--- src/rtl/seven_seg_scan_ctrl.sv ---
// Multiplexed seven-segment scan driver: hex decode, leading-zero blanking, PWM brightness
// and a pending/active double buffer that only swaps at the frame wrap.
module seven_seg_scan_ctrl #(
  parameter int NUM_DIGITS     = 4,
  parameter int DIV            = 10000,
  parameter int BRIGHT_W       = 4,
  parameter bit SEG_ACTIVE_LOW = 1'b1,
  parameter bit DIG_ACTIVE_LOW = 1'b1
) (
  input  logic                      clk,
  input  logic                      rst,
  input  logic [4*NUM_DIGITS-1:0]   data_in,
  input  logic [NUM_DIGITS-1:0]     dp_in,
  input  logic                      load,
  input  logic                      blank_lz,
  input  logic [BRIGHT_W-1:0]       brightness,
  output logic [7:0]                seg,
  output logic [NUM_DIGITS-1:0]     an,
  output logic                      frame_done
);

  localparam int IDX_W = (NUM_DIGITS > 1) ? $clog2(NUM_DIGITS) : 1;
  localparam int DIV_W = (DIV > 1) ? $clog2(DIV) : 1;
  localparam logic [DIV_W-1:0]      DIV_LAST = DIV_W'(DIV - 1);
  localparam logic [DIV_W-1:0]      DIV_PRE  = DIV_W'(DIV - 2);
  localparam logic [IDX_W-1:0]      IDX_LAST = IDX_W'(NUM_DIGITS - 1);
  localparam logic [7:0]            SEG_XOR  = SEG_ACTIVE_LOW ? 8'hFF : 8'h00;
  localparam logic [NUM_DIGITS-1:0] AN_XOR   = DIG_ACTIVE_LOW ? {NUM_DIGITS{1'b1}} : {NUM_DIGITS{1'b0}};

  if ((NUM_DIGITS < 1) || (NUM_DIGITS > 8)) begin : g_bad_num_digits
    $error("seven_seg_scan_ctrl: NUM_DIGITS must be in 1..8");
  end
  if ((DIV < 2) || (DIV < (2 ** BRIGHT_W))) begin : g_bad_div
    $error("seven_seg_scan_ctrl: DIV must be >= 2 and >= 2**BRIGHT_W");
  end

  // Active-high gfedcba pattern for one hex nibble.
  function automatic logic [6:0] hex_to_seg(input logic [3:0] nib);
    logic [6:0] pat;
    case (nib)
      4'h0: pat = 7'h3F;
      4'h1: pat = 7'h06;
      4'h2: pat = 7'h5B;
      4'h3: pat = 7'h4F;
      4'h4: pat = 7'h66;
      4'h5: pat = 7'h6D;
      4'h6: pat = 7'h7D;
      4'h7: pat = 7'h07;
      4'h8: pat = 7'h7F;
      4'h9: pat = 7'h6F;
      4'hA: pat = 7'h77;
      4'hB: pat = 7'h7C;
      4'hC: pat = 7'h39;
      4'hD: pat = 7'h5E;
      4'hE: pat = 7'h79;
      4'hF: pat = 7'h71;
      default: pat = 7'h00;
    endcase
    return pat;
  endfunction

  logic [DIV_W-1:0]        div_cnt_r;
  logic [IDX_W-1:0]        idx_r;
  logic [BRIGHT_W-1:0]     pwm_cnt_r;
  logic [4*NUM_DIGITS-1:0] pend_data_r;
  logic [NUM_DIGITS-1:0]   pend_dp_r;
  logic                    pend_valid_r;
  logic [4*NUM_DIGITS-1:0] act_data_r;
  logic [NUM_DIGITS-1:0]   act_dp_r;
  logic [7:0]              seg_r;
  logic [NUM_DIGITS-1:0]   an_r;
  logic                    frame_done_r;

  logic                    tick_s;
  logic                    wrap_s;
  logic                    lit_s;
  logic [3:0]              cur_nib_s;
  logic                    cur_dp_s;
  logic                    cur_blank_s;
  logic                    zero_run_s;
  logic                    sel_s;
  logic [NUM_DIGITS-1:0]   an_hi_s;
  logic [7:0]              seg_next_s;
  logic [NUM_DIGITS-1:0]   an_next_s;

  assign tick_s = (div_cnt_r == DIV_LAST);
  assign wrap_s = tick_s && (idx_r == {IDX_W{1'b0}});
  assign lit_s  = (&brightness) || (pwm_cnt_r < brightness);

  // Select the scanned digit; zero_run_s tracks "all nibbles from the left down to here are 0".
  always_comb begin
    cur_nib_s   = 4'h0;
    cur_dp_s    = 1'b0;
    cur_blank_s = 1'b0;
    zero_run_s  = 1'b1;
    sel_s       = 1'b0;
    an_hi_s     = {NUM_DIGITS{1'b0}};
    for (int i = NUM_DIGITS - 1; i >= 0; i--) begin
      zero_run_s  = zero_run_s && (act_data_r[4*i +: 4] == 4'h0);
      sel_s       = (idx_r == IDX_W'(i));
      cur_nib_s   = cur_nib_s | ({4{sel_s}} & act_data_r[4*i +: 4]);
      cur_dp_s    = cur_dp_s | (sel_s & act_dp_r[i]);
      cur_blank_s = cur_blank_s | (sel_s & blank_lz & zero_run_s & (i != 0));
      an_hi_s[i]  = sel_s & lit_s;
    end
    seg_next_s = {cur_dp_s, (cur_blank_s ? 7'h00 : hex_to_seg(cur_nib_s))} ^ SEG_XOR;
    an_next_s  = an_hi_s ^ AN_XOR;
  end

  // Slot divider, scan index (leftmost first) and free-running PWM counter.
  always_ff @(posedge clk) begin
    if (rst) begin
      div_cnt_r <= {DIV_W{1'b0}};
      idx_r     <= IDX_LAST;
      pwm_cnt_r <= {BRIGHT_W{1'b0}};
    end else begin
      div_cnt_r <= tick_s ? {DIV_W{1'b0}} : (div_cnt_r + DIV_W'(1));
      pwm_cnt_r <= pwm_cnt_r + BRIGHT_W'(1);
      if (tick_s) begin
        idx_r <= (idx_r == {IDX_W{1'b0}}) ? IDX_LAST : (idx_r - IDX_W'(1));
      end else begin
        idx_r <= idx_r;
      end
    end
  end

  // Double buffer: the swap reads pending before any same-cycle load, so that load survives.
  always_ff @(posedge clk) begin
    if (rst) begin
      pend_data_r  <= {(4*NUM_DIGITS){1'b0}};
      pend_dp_r    <= {NUM_DIGITS{1'b0}};
      pend_valid_r <= 1'b0;
      act_data_r   <= {(4*NUM_DIGITS){1'b0}};
      act_dp_r     <= {NUM_DIGITS{1'b0}};
    end else begin
      if (load) begin
        pend_data_r  <= data_in;
        pend_dp_r    <= dp_in;
        pend_valid_r <= 1'b1;
      end else if (wrap_s) begin
        pend_valid_r <= 1'b0;
      end else begin
        pend_valid_r <= pend_valid_r;
      end
      if (wrap_s && pend_valid_r) begin
        act_data_r <= pend_data_r;
        act_dp_r   <= pend_dp_r;
      end else begin
        act_data_r <= act_data_r;
        act_dp_r   <= act_dp_r;
      end
    end
  end

  // Output registers; frame_done is anticipated one cycle so it coincides with the wrap cycle.
  always_ff @(posedge clk) begin
    if (rst) begin
      seg_r        <= SEG_XOR;
      an_r         <= AN_XOR;
      frame_done_r <= 1'b0;
    end else begin
      seg_r        <= seg_next_s;
      an_r         <= an_next_s;
      frame_done_r <= (div_cnt_r == DIV_PRE) && (idx_r == {IDX_W{1'b0}});
    end
  end

  assign seg        = seg_r;
  assign an         = an_r;
  assign frame_done = frame_done_r;

endmodule

--- config.mk ---
export PLATFORM = sky130hd
export DESIGN_NAME = seven_seg_scan_ctrl
export DESIGN_NICKNAME = d
export VERILOG_FILES = /design/src/rtl/seven_seg_scan_ctrl.sv
export SDC_FILE = /design/constraint.sdc
export NUM_CORES = 1
export LEC_CHECK = 0
export CELL_PAD_IN_SITES_DETAIL_PLACEMENT = 0
export CELL_PAD_IN_SITES_GLOBAL_PLACEMENT = 2
export CORE_MARGIN = 1
export CORE_UTILIZATION = 33
export DETAILED_ROUTE_END_ITERATION = 12
export PLACE_DENSITY_LB_ADDON = 0.05
export SLEW_MARGIN = 10
export SYNTH_ARGS = -nofsm -noshare
export SYNTH_HDL_FRONTEND = slang
export SYNTH_SLANG_ARGS = --single-unit
--- constraint.sdc ---
create_clock -name clk -period 2.38 [get_ports clk]
set_input_delay 0.476 -clock clk [delete_from_list [all_inputs] [get_ports clk]]
set_output_delay 0.476 -clock clk [all_outputs]
set_load 0.05 [all_outputs]
==> impl_metrics.py, run 1 <==
metrics = {
    "outcome": {
        "outcome": "finished, final reports clean",
    },
    "pwr": {
        "p_per_area_nw_per_um2": 636,
        "power_switching_uw": 599,
        "ir_worst_vdd_uv": 263,
        "comb_power_share": 0.074,
        "swShare": 0.238,
        "cellLeakagePower_uw": 0.00152,
        "clkPwrFrac": 0.410,
        "pwr-share-seq": 0.516,
        "internal_power_uw": 1910,
    },
    "clock_tree": {
        "cts_buffers": 9,
        "clk-insertion-delay-late_ns": 0.35,
        "cts_tree": "done",
        "cts_buffer_depth": 2,
        "cts.clk_slew.worst_paths_ns": 0.08,
        "htree_levels": 3,
        "root_buffer": "clkbuf_8",
        "post-cts-setup-buffers": 0,
        "clock-sinks": 74,
    },
    "cells_and_area": {
        "most-common-layout-cells": "dfxtp_1, nand2_1, nor2_1",
        "final_common_cell": "dfxtp_1",
        "syn_to_final_growth_pct": 24.5,
        "diodes": 0,
        "drive_above_1_share": 0.0941,
        "nets": 441,
    },
    "run": {
        "cap_viol_max_count": 0,
    },
    "critical_path": {
        "critPathKind": "flop to flop",
        "worstPathArrival_ns": 2.38,
        "start_kind": "flop",
        "critical_path.endpoint_type": "flop",
        "cp_max_fo": 4,
        "critPathRequiredTime_ns": 2.61,
    },
    "die": {
        "rows": 35,
        "die-area_sq_um": 10000,
        "pin_count": 41,
        "start_util": 0.342,
        "core_area_sq_um": 9280,
        "fp.dieH_microns": 100,
        "die_w_microns": 100,
    },
    "synthesis": {
        "synth_cells": 356,
        "syn_nets": 398,
        "yosys_warnings": 0,
        "async_flop_share": 0,
        "synth_flop_cell": "dfxtp_1",
        "synth-edff-count": 0,
        "ys_ff_latch": 74,
        "postSynthAreaPerCell_sq_um": 8.91,
        "yosys.cell_types.count": 42,
        "ys_seq_area_frac": 0.467,
        "syn_area_sq_um": 3170,
    },
    "sta": {
        "finalSetupTns_ns": 0,
        "setup_viol": 0,
        "rsz0062_at_grt": "no",
        "min_period_ns": 2.15,
        "tightest_slew_ns": 0.815,
        "hold_violations": 0,
        "setup_ws_ns": 0.231,
        "finClkSkew_ns": 0.00718,
        "max_freq_mhz": 465,
        "slew_violations": 0,
        "finalCritPeriodShare": 0.903,
        "slew_headroom": 0.451,
    },
    "grt": {
        "grt_first_pass_wirelength_mm": 11.7,
        "grt_pass1_vias": 2308,
        "grtUsageTotal": 0.150,
        "gr-total-overflow": 0,
        "grt_max_degree": 26,
        "antenna_found_initial": 0,
    },
    "placed_design": {
        "hpwlAfterDp_mm": 4.72,
        "post-place-ws_ns": 0.119,
        "gp_congestion": 0.748,
        "portBuffers": 40,
    },
    "route": {
        "drtIter0Drc": 88,
        "vias": 2485,
        "drc": 0,
        "drtAntennaViolNets": 0,
        "drt-total-wl_mm": 6.82,
        "wl_per_cell_microns": 12.8,
        "drtPass1Iterations": 4,
        "vias_per_cell": 4.66,
    },
    "hold_path": {
        "hold_class": "flop to flop",
    },
}
==> flip-flops by register name, indices dropped and copies added (netlist names) <==
name	cells
act_data_r	16
act_dp_r	4
an	4
div_cnt_r	14
frame_done	1
idx_r	2
pend_data_r	16
pend_dp_r	4
pend_valid_r	1
pwm_cnt_r	4
seg	8
==> Yosys cell counts, types with 3 or more instances <==
master / n / area [sq um]
buf_1: 4 / 15.0
xnor2_1: 7 / 61.3
a22oi_1: 6 / 45.0
nand3_1: 12 / 60.1
inv_1: 11 / 41.3
dfxtp_1: 74 / 1480
nand2b_1: 3 / 18.8
nand4_1: 4 / 25.0
nor3b_1: 8 / 60.1
a311o_1: 3 / 30.0
nand2_1: 55 / 206
mux2i_1: 21 / 210
nor4_1: 4 / 25.0
ha_1: 14 / 175
nor2_1: 49 / 184
a21oi_2: 3 / 26.3
a21oi_1: 27 / 135
xor2_1: 7 / 61.3
clkbuf_1: 10 / 37.5
o21ai_0: 3 / 15.0
==> what timing repair did <==
action,CTS,global route
hold buffers,0,0
gates resized for setup,0,4
endpoints found under the setup margin,0,6
==> worst max-delay path, stage by stage (launching register included) <==
cell,delay [ns]
dfxtp_1,0.38
inv_1,0.08
ha_1,0.22
a22o_1,0.23
a221oi_1,0.21
buf_4,0.18
ha_1,0.24
mux2i_1,0.13
nor2_1,0.05
a311o_1,0.32
==> power groups by stage <==
| stage | combinational, uW | sequential [uW] | clock (uW) |
|---|---|---|---|
| final | 186 | 1300 | 1030 |
| after CTS | 189 | 1300 | 1070 |
| after floorplan | 83.4 | 1350 | 0 |
| after detailed placement | 188 | 1330 | 0 |
| after global placement | 188 | 1330 | 0 |
| after global routing | 204 | 1300 | 1130 |
==> cell type report <==
class,count,area (sq um)
fill,978,5330
multi-input combinational,253,1580
sequential,74,1480
timing repair buffer,50,470
tap,129,161
clock buffer,11,151
clock inverter,5,61.3
inverter,11,41.3
==> worst paths after layout <==
check	from	to	slack (ns)	cells past startpoint
worst min-delay path	act_dp_r[3]$_SDFFE_PP0P_	act_dp_r[3]$_SDFFE_PP0P_	0.46	2
worst min register to register	act_dp_r[3]$_SDFFE_PP0P_	act_dp_r[3]$_SDFFE_PP0P_	0.46	2
worst max register to register	idx_r[1]$_SDFFE_PP1N_	seg[1]$_SDFF_PP1_	0.23	9
worst max-delay path	idx_r[1]$_SDFFE_PP1N_	seg[1]$_SDFF_PP1_	0.23	9
==> layer usage <==
layer	wire (microns)	GRT usage	part of all wire	vias to the layer above
li1	-	-	-	1301
met1	3670	0.217	0.54	1125
met2	2730	0.211	0.40	47
met3	299	0.0404	0.044	12
met4	112	0.0569	0.016	0
met5	0	0	0	-
==> cells by family (layout without fill, tap and decap cells) <==
| logic type | after synthesis | count (layout) | synth area share |
|---|---|---|---|
| AO/OA/AOI/OAI | 55 | 55 | 0.114 |
| adder cells (fa/ha/maj) | 14 | 14 | 0.0552 |
| buffers and inverters | 29 | 77 | 0.0398 |
| multiplexers | 21 | 21 | 0.0662 |
| XOR/XNOR | 14 | 14 | 0.0386 |
| flip-flops | 74 | 74 | 0.467 |
| AND/OR/NAND/NOR | 149 | 149 | 0.219 |
==> metrics by stage <==
step | cell area (sq um) | std cells | total power [uW] | util | hold slack, ns
finish | 3950 | 533 | 2510 | 0.425 | 0.459
global route | 3950 | 533 | 2630 | 0.425 | 0.480
CTS | 3930 | 533 | 2550 | 0.424 | 0.460
detailed placement | 3720 | 517 | 1510 | 0.401 | 0.449
global placement | 3720 | 517 | 1510 | 0.401 | 0.443
floorplan | 3170 | 356 | 1430 | - | 0.425
Note: power is estimated with default switching activity, not from simulation.
==> run 2: changes to the inputs <==
--- a/config.mk
+++ b/config.mk
@@ -10,7 +10,7 @@
 export CORE_MARGIN = 1
 export CORE_UTILIZATION = 33
 export DETAILED_ROUTE_END_ITERATION = 12
-export PLACE_DENSITY_LB_ADDON = 0.05
+export PLACE_DENSITY_LB_ADDON = 0.2
 export SLEW_MARGIN = 10
 export SYNTH_ARGS = -nofsm -noshare
 export SYNTH_HDL_FRONTEND = slang
==> run 2 against run 1 <==
  * Final cell count unchanged
  * Flip-flop and latch count is the same
  * Sequential share of layout area is 0.052 points higher
  * Total power down 0.39%
  * Utilization down 0.094 points
  * Sequential power is essentially flat
  * Critical endpoint is now seg[4]$_SDFF_PP1_
  * Critical path type unchanged
  * Die area unchanged
==> impl_metrics.py, run 2 (same netlist as run 1, synthesis figures left out) <==
metrics = {
    "critical_path": {
        "crit_chain": "inv_1 > ha_2 > a22o_1 > a221oi_4 > inv_1 > ha_1 > inv_1 > nor2_1 > or3_1",
        "crit_slowest_cell": "dfxtp_1",
        "cp_max_fo": 8,
        "max_stage_delay_ns": 0.38,
        "worstPathArrival_ns": 2.42,
        "r2r-start": "idx_r[0]$_SDFFE_PP1N_",
        "ff2ff_path_depth": 9,
        "startpoint": "idx_r[0]$_SDFFE_PP1N_",
        "timing.rr.end": "seg[4]$_SDFF_PP1_",
        "crit_path_frequent_cell": "inv_1",
        "critPathRequiredTime_ns": 2.62,
        "critPathKind": "flop to flop",
        "start_kind": "flop",
        "r2r_slack_ns": 0.20,
        "crit_end": "seg[4]$_SDFF_PP1_",
        "critical_path.endpoint_type": "flop",
    },
    "grt": {
        "grt_busiest_layer": "met2",
        "groute.layer.met1.usage": 0.205,
        "grt_pass1_vias": 2374,
        "grt_use_met2": 0.220,
        "gr-total-overflow": 0,
        "grt_max_degree": 35,
        "use_met3": 0.0474,
        "grt_first_pass_wirelength_mm": 11.5,
        "antenna_found_initial": 0,
        "grtUsageTotal": 0.147,
    },
    "cells_and_area": {
        "syn_to_final_growth_pct": 24.2,
        "multi_input_area_sq_um": 1580,
        "top_regs": "act_data_r (16), pend_data_r (16), div_cnt_r (14)",
        "register_area_sq_um": 1480,
        "final_cells": 533,
        "most-common-layout-cells": "dfxtp_1, nand2_1, nor2_1",
        "diodes": 0,
        "drive_above_1_share": 0.0916,
        "fillers": 983,
        "final_common_cell": "dfxtp_1",
        "nets": 441,
    },
    "route": {
        "drt-total-wl_mm": 6.80,
        "drtIter0Drc": 84,
        "drtAntennaViolNets": 0,
        "drtPass1Iterations": 4,
        "vias": 2464,
        "drc": 0,
        "vias_per_cell": 4.62,
        "wl_per_cell_microns": 12.8,
    },
    "sta": {
        "slew_headroom": 0.508,
        "setup_ws_ns": 0.199,
        "finalCritPeriodShare": 0.917,
        "hold_violations": 0,
        "finalSetupTns_ns": 0,
        "setup_viol": 0,
        "tightest_slew_ns": 0.730,
        "min_period_ns": 2.18,
        "max_freq_mhz": 458,
        "rsz0062_at_grt": "no",
        "slew_violations": 0,
        "finClkSkew_ns": 0.0113,
    },
    "run": {
        "cap_viol_max_count": 0,
    },
    "hold_path": {
        "hold_class": "flop to flop",
    },
    "clock_tree": {
        "clk-insertion-delay-late_ns": 0.35,
        "post-cts-setup-buffers": 0,
        "cts_buffer_depth": 2,
        "clock-sinks": 74,
        "root_buffer": "clkbuf_8",
        "cts_buffers": 9,
        "cts.clk_slew.worst_paths_ns": 0.09,
        "htree_levels": 3,
        "cts_tree": "done",
    },
    "die": {
        "start_util": 0.342,
        "core_area_sq_um": 9280,
        "die-area_sq_um": 10000,
        "fp.dieH_microns": 100,
        "die_w_microns": 100,
        "rows": 35,
        "pin_count": 41,
    },
    "outcome": {
        "outcome": "finished, final reports clean",
    },
    "placed_design": {
        "portBuffers": 40,
        "gp_congestion": 0.758,
        "place_inst": 517,
        "post-place-ws_ns": 0.0851,
        "hpwlAfterDp_mm": 4.82,
    },
    "pwr": {
        "cellLeakagePower_uw": 0.00152,
        "p_per_area_nw_per_um2": 635,
        "ir_worst_vdd_uv": 375,
    },
}
-- run 2: area by class of cell --
class	count	share of cell area
Clock buffer	9	0.0314
Clock inverter	7	0.0206
Inverter	11	0.0105
Multi-Input combinational cell	253	0.401
Sequential cell	74	0.376
Tap cell	129	0.0410
Timing Repair Buffer	50	0.119
-- run 2: what timing repair did --
item                                    in CTS  in global routing
gates resized for setup                      0                  3
endpoints found under the setup margin       0                  3
hold buffers                                 0                  0
-- run 2: metal layers --
metal / part of all wire / wire (microns) / vias to the layer above
li1: - / - / 1297
met1: 0.55 / 3720 / 1112
met2: 0.40 / 2710 / 48
met3: 0.043 / 295 / 7
met4: 0.010 / 70 / 0
met5: 0 / 0 / -
-- run 2: worst min-delay path by stage --
stage	from	to	slack, ns	cells after the start
2_1_floorplan	pwm_cnt_r[0]$_SDFF_PP0_	pwm_cnt_r[0]$_SDFF_PP0_	0.43	1
3_3_place_gp	act_data_r[1]$_SDFFE_PP0P_	act_data_r[1]$_SDFFE_PP0P_	0.45	2
3_5_place_dp	pend_data_r[12]$_SDFFE_PP0P_	act_data_r[12]$_SDFFE_PP0P_	0.45	2
4_1_cts	pend_data_r[12]$_SDFFE_PP0P_	act_data_r[12]$_SDFFE_PP0P_	0.46	2
5_1_grt	pend_data_r[12]$_SDFFE_PP0P_	act_data_r[12]$_SDFFE_PP0P_	0.48	2
6_report	pend_data_r[12]$_SDFFE_PP0P_	act_data_r[12]$_SDFFE_PP0P_	0.46	2
-- run 2: worst max-delay path: cells and delay by family, from the launching register on --
family	cells	cell delay [ns]
compound gates	2	0.49
fa+ha+maj	2	0.49
buf+inv	3	0.32
flops	1	0.38
simple gates	2	0.38
-- run 2: where the power goes --
part / internal [uW] / switching [uW] / total (uW)
registers: 1270 / 23.6 / 1300
clock network: 501 / 519 / 1020
logic: 94.5 / 91.0 / 185
total: 1870 / 633 / 2500
-- run 2: metrics by stage --
step	utilization	total power (uW)	area [sq um]	hold WS [ns]
final	0.425	2500	3940	0.464
after global routing	0.425	2620	3940	0.484
after CTS	0.423	2540	3930	0.465
after detailed placement	0.401	1510	3720	0.448
after global placement	0.401	1510	3720	0.449
after floorplan	-	1430	3170	0.425
==> run 3: changes to the inputs <==
--- a/config.mk
+++ b/config.mk
@@ -5,6 +5,7 @@
 export SDC_FILE = /design/constraint.sdc
 export NUM_CORES = 1
 export LEC_CHECK = 0
+export CAP_MARGIN = 20
 export CELL_PAD_IN_SITES_DETAIL_PLACEMENT = 0
 export CELL_PAD_IN_SITES_GLOBAL_PLACEMENT = 2
 export CORE_MARGIN = 1
==> results of run 3 <==
The final DEF is identical to that of run 2; final timing and power are the same.
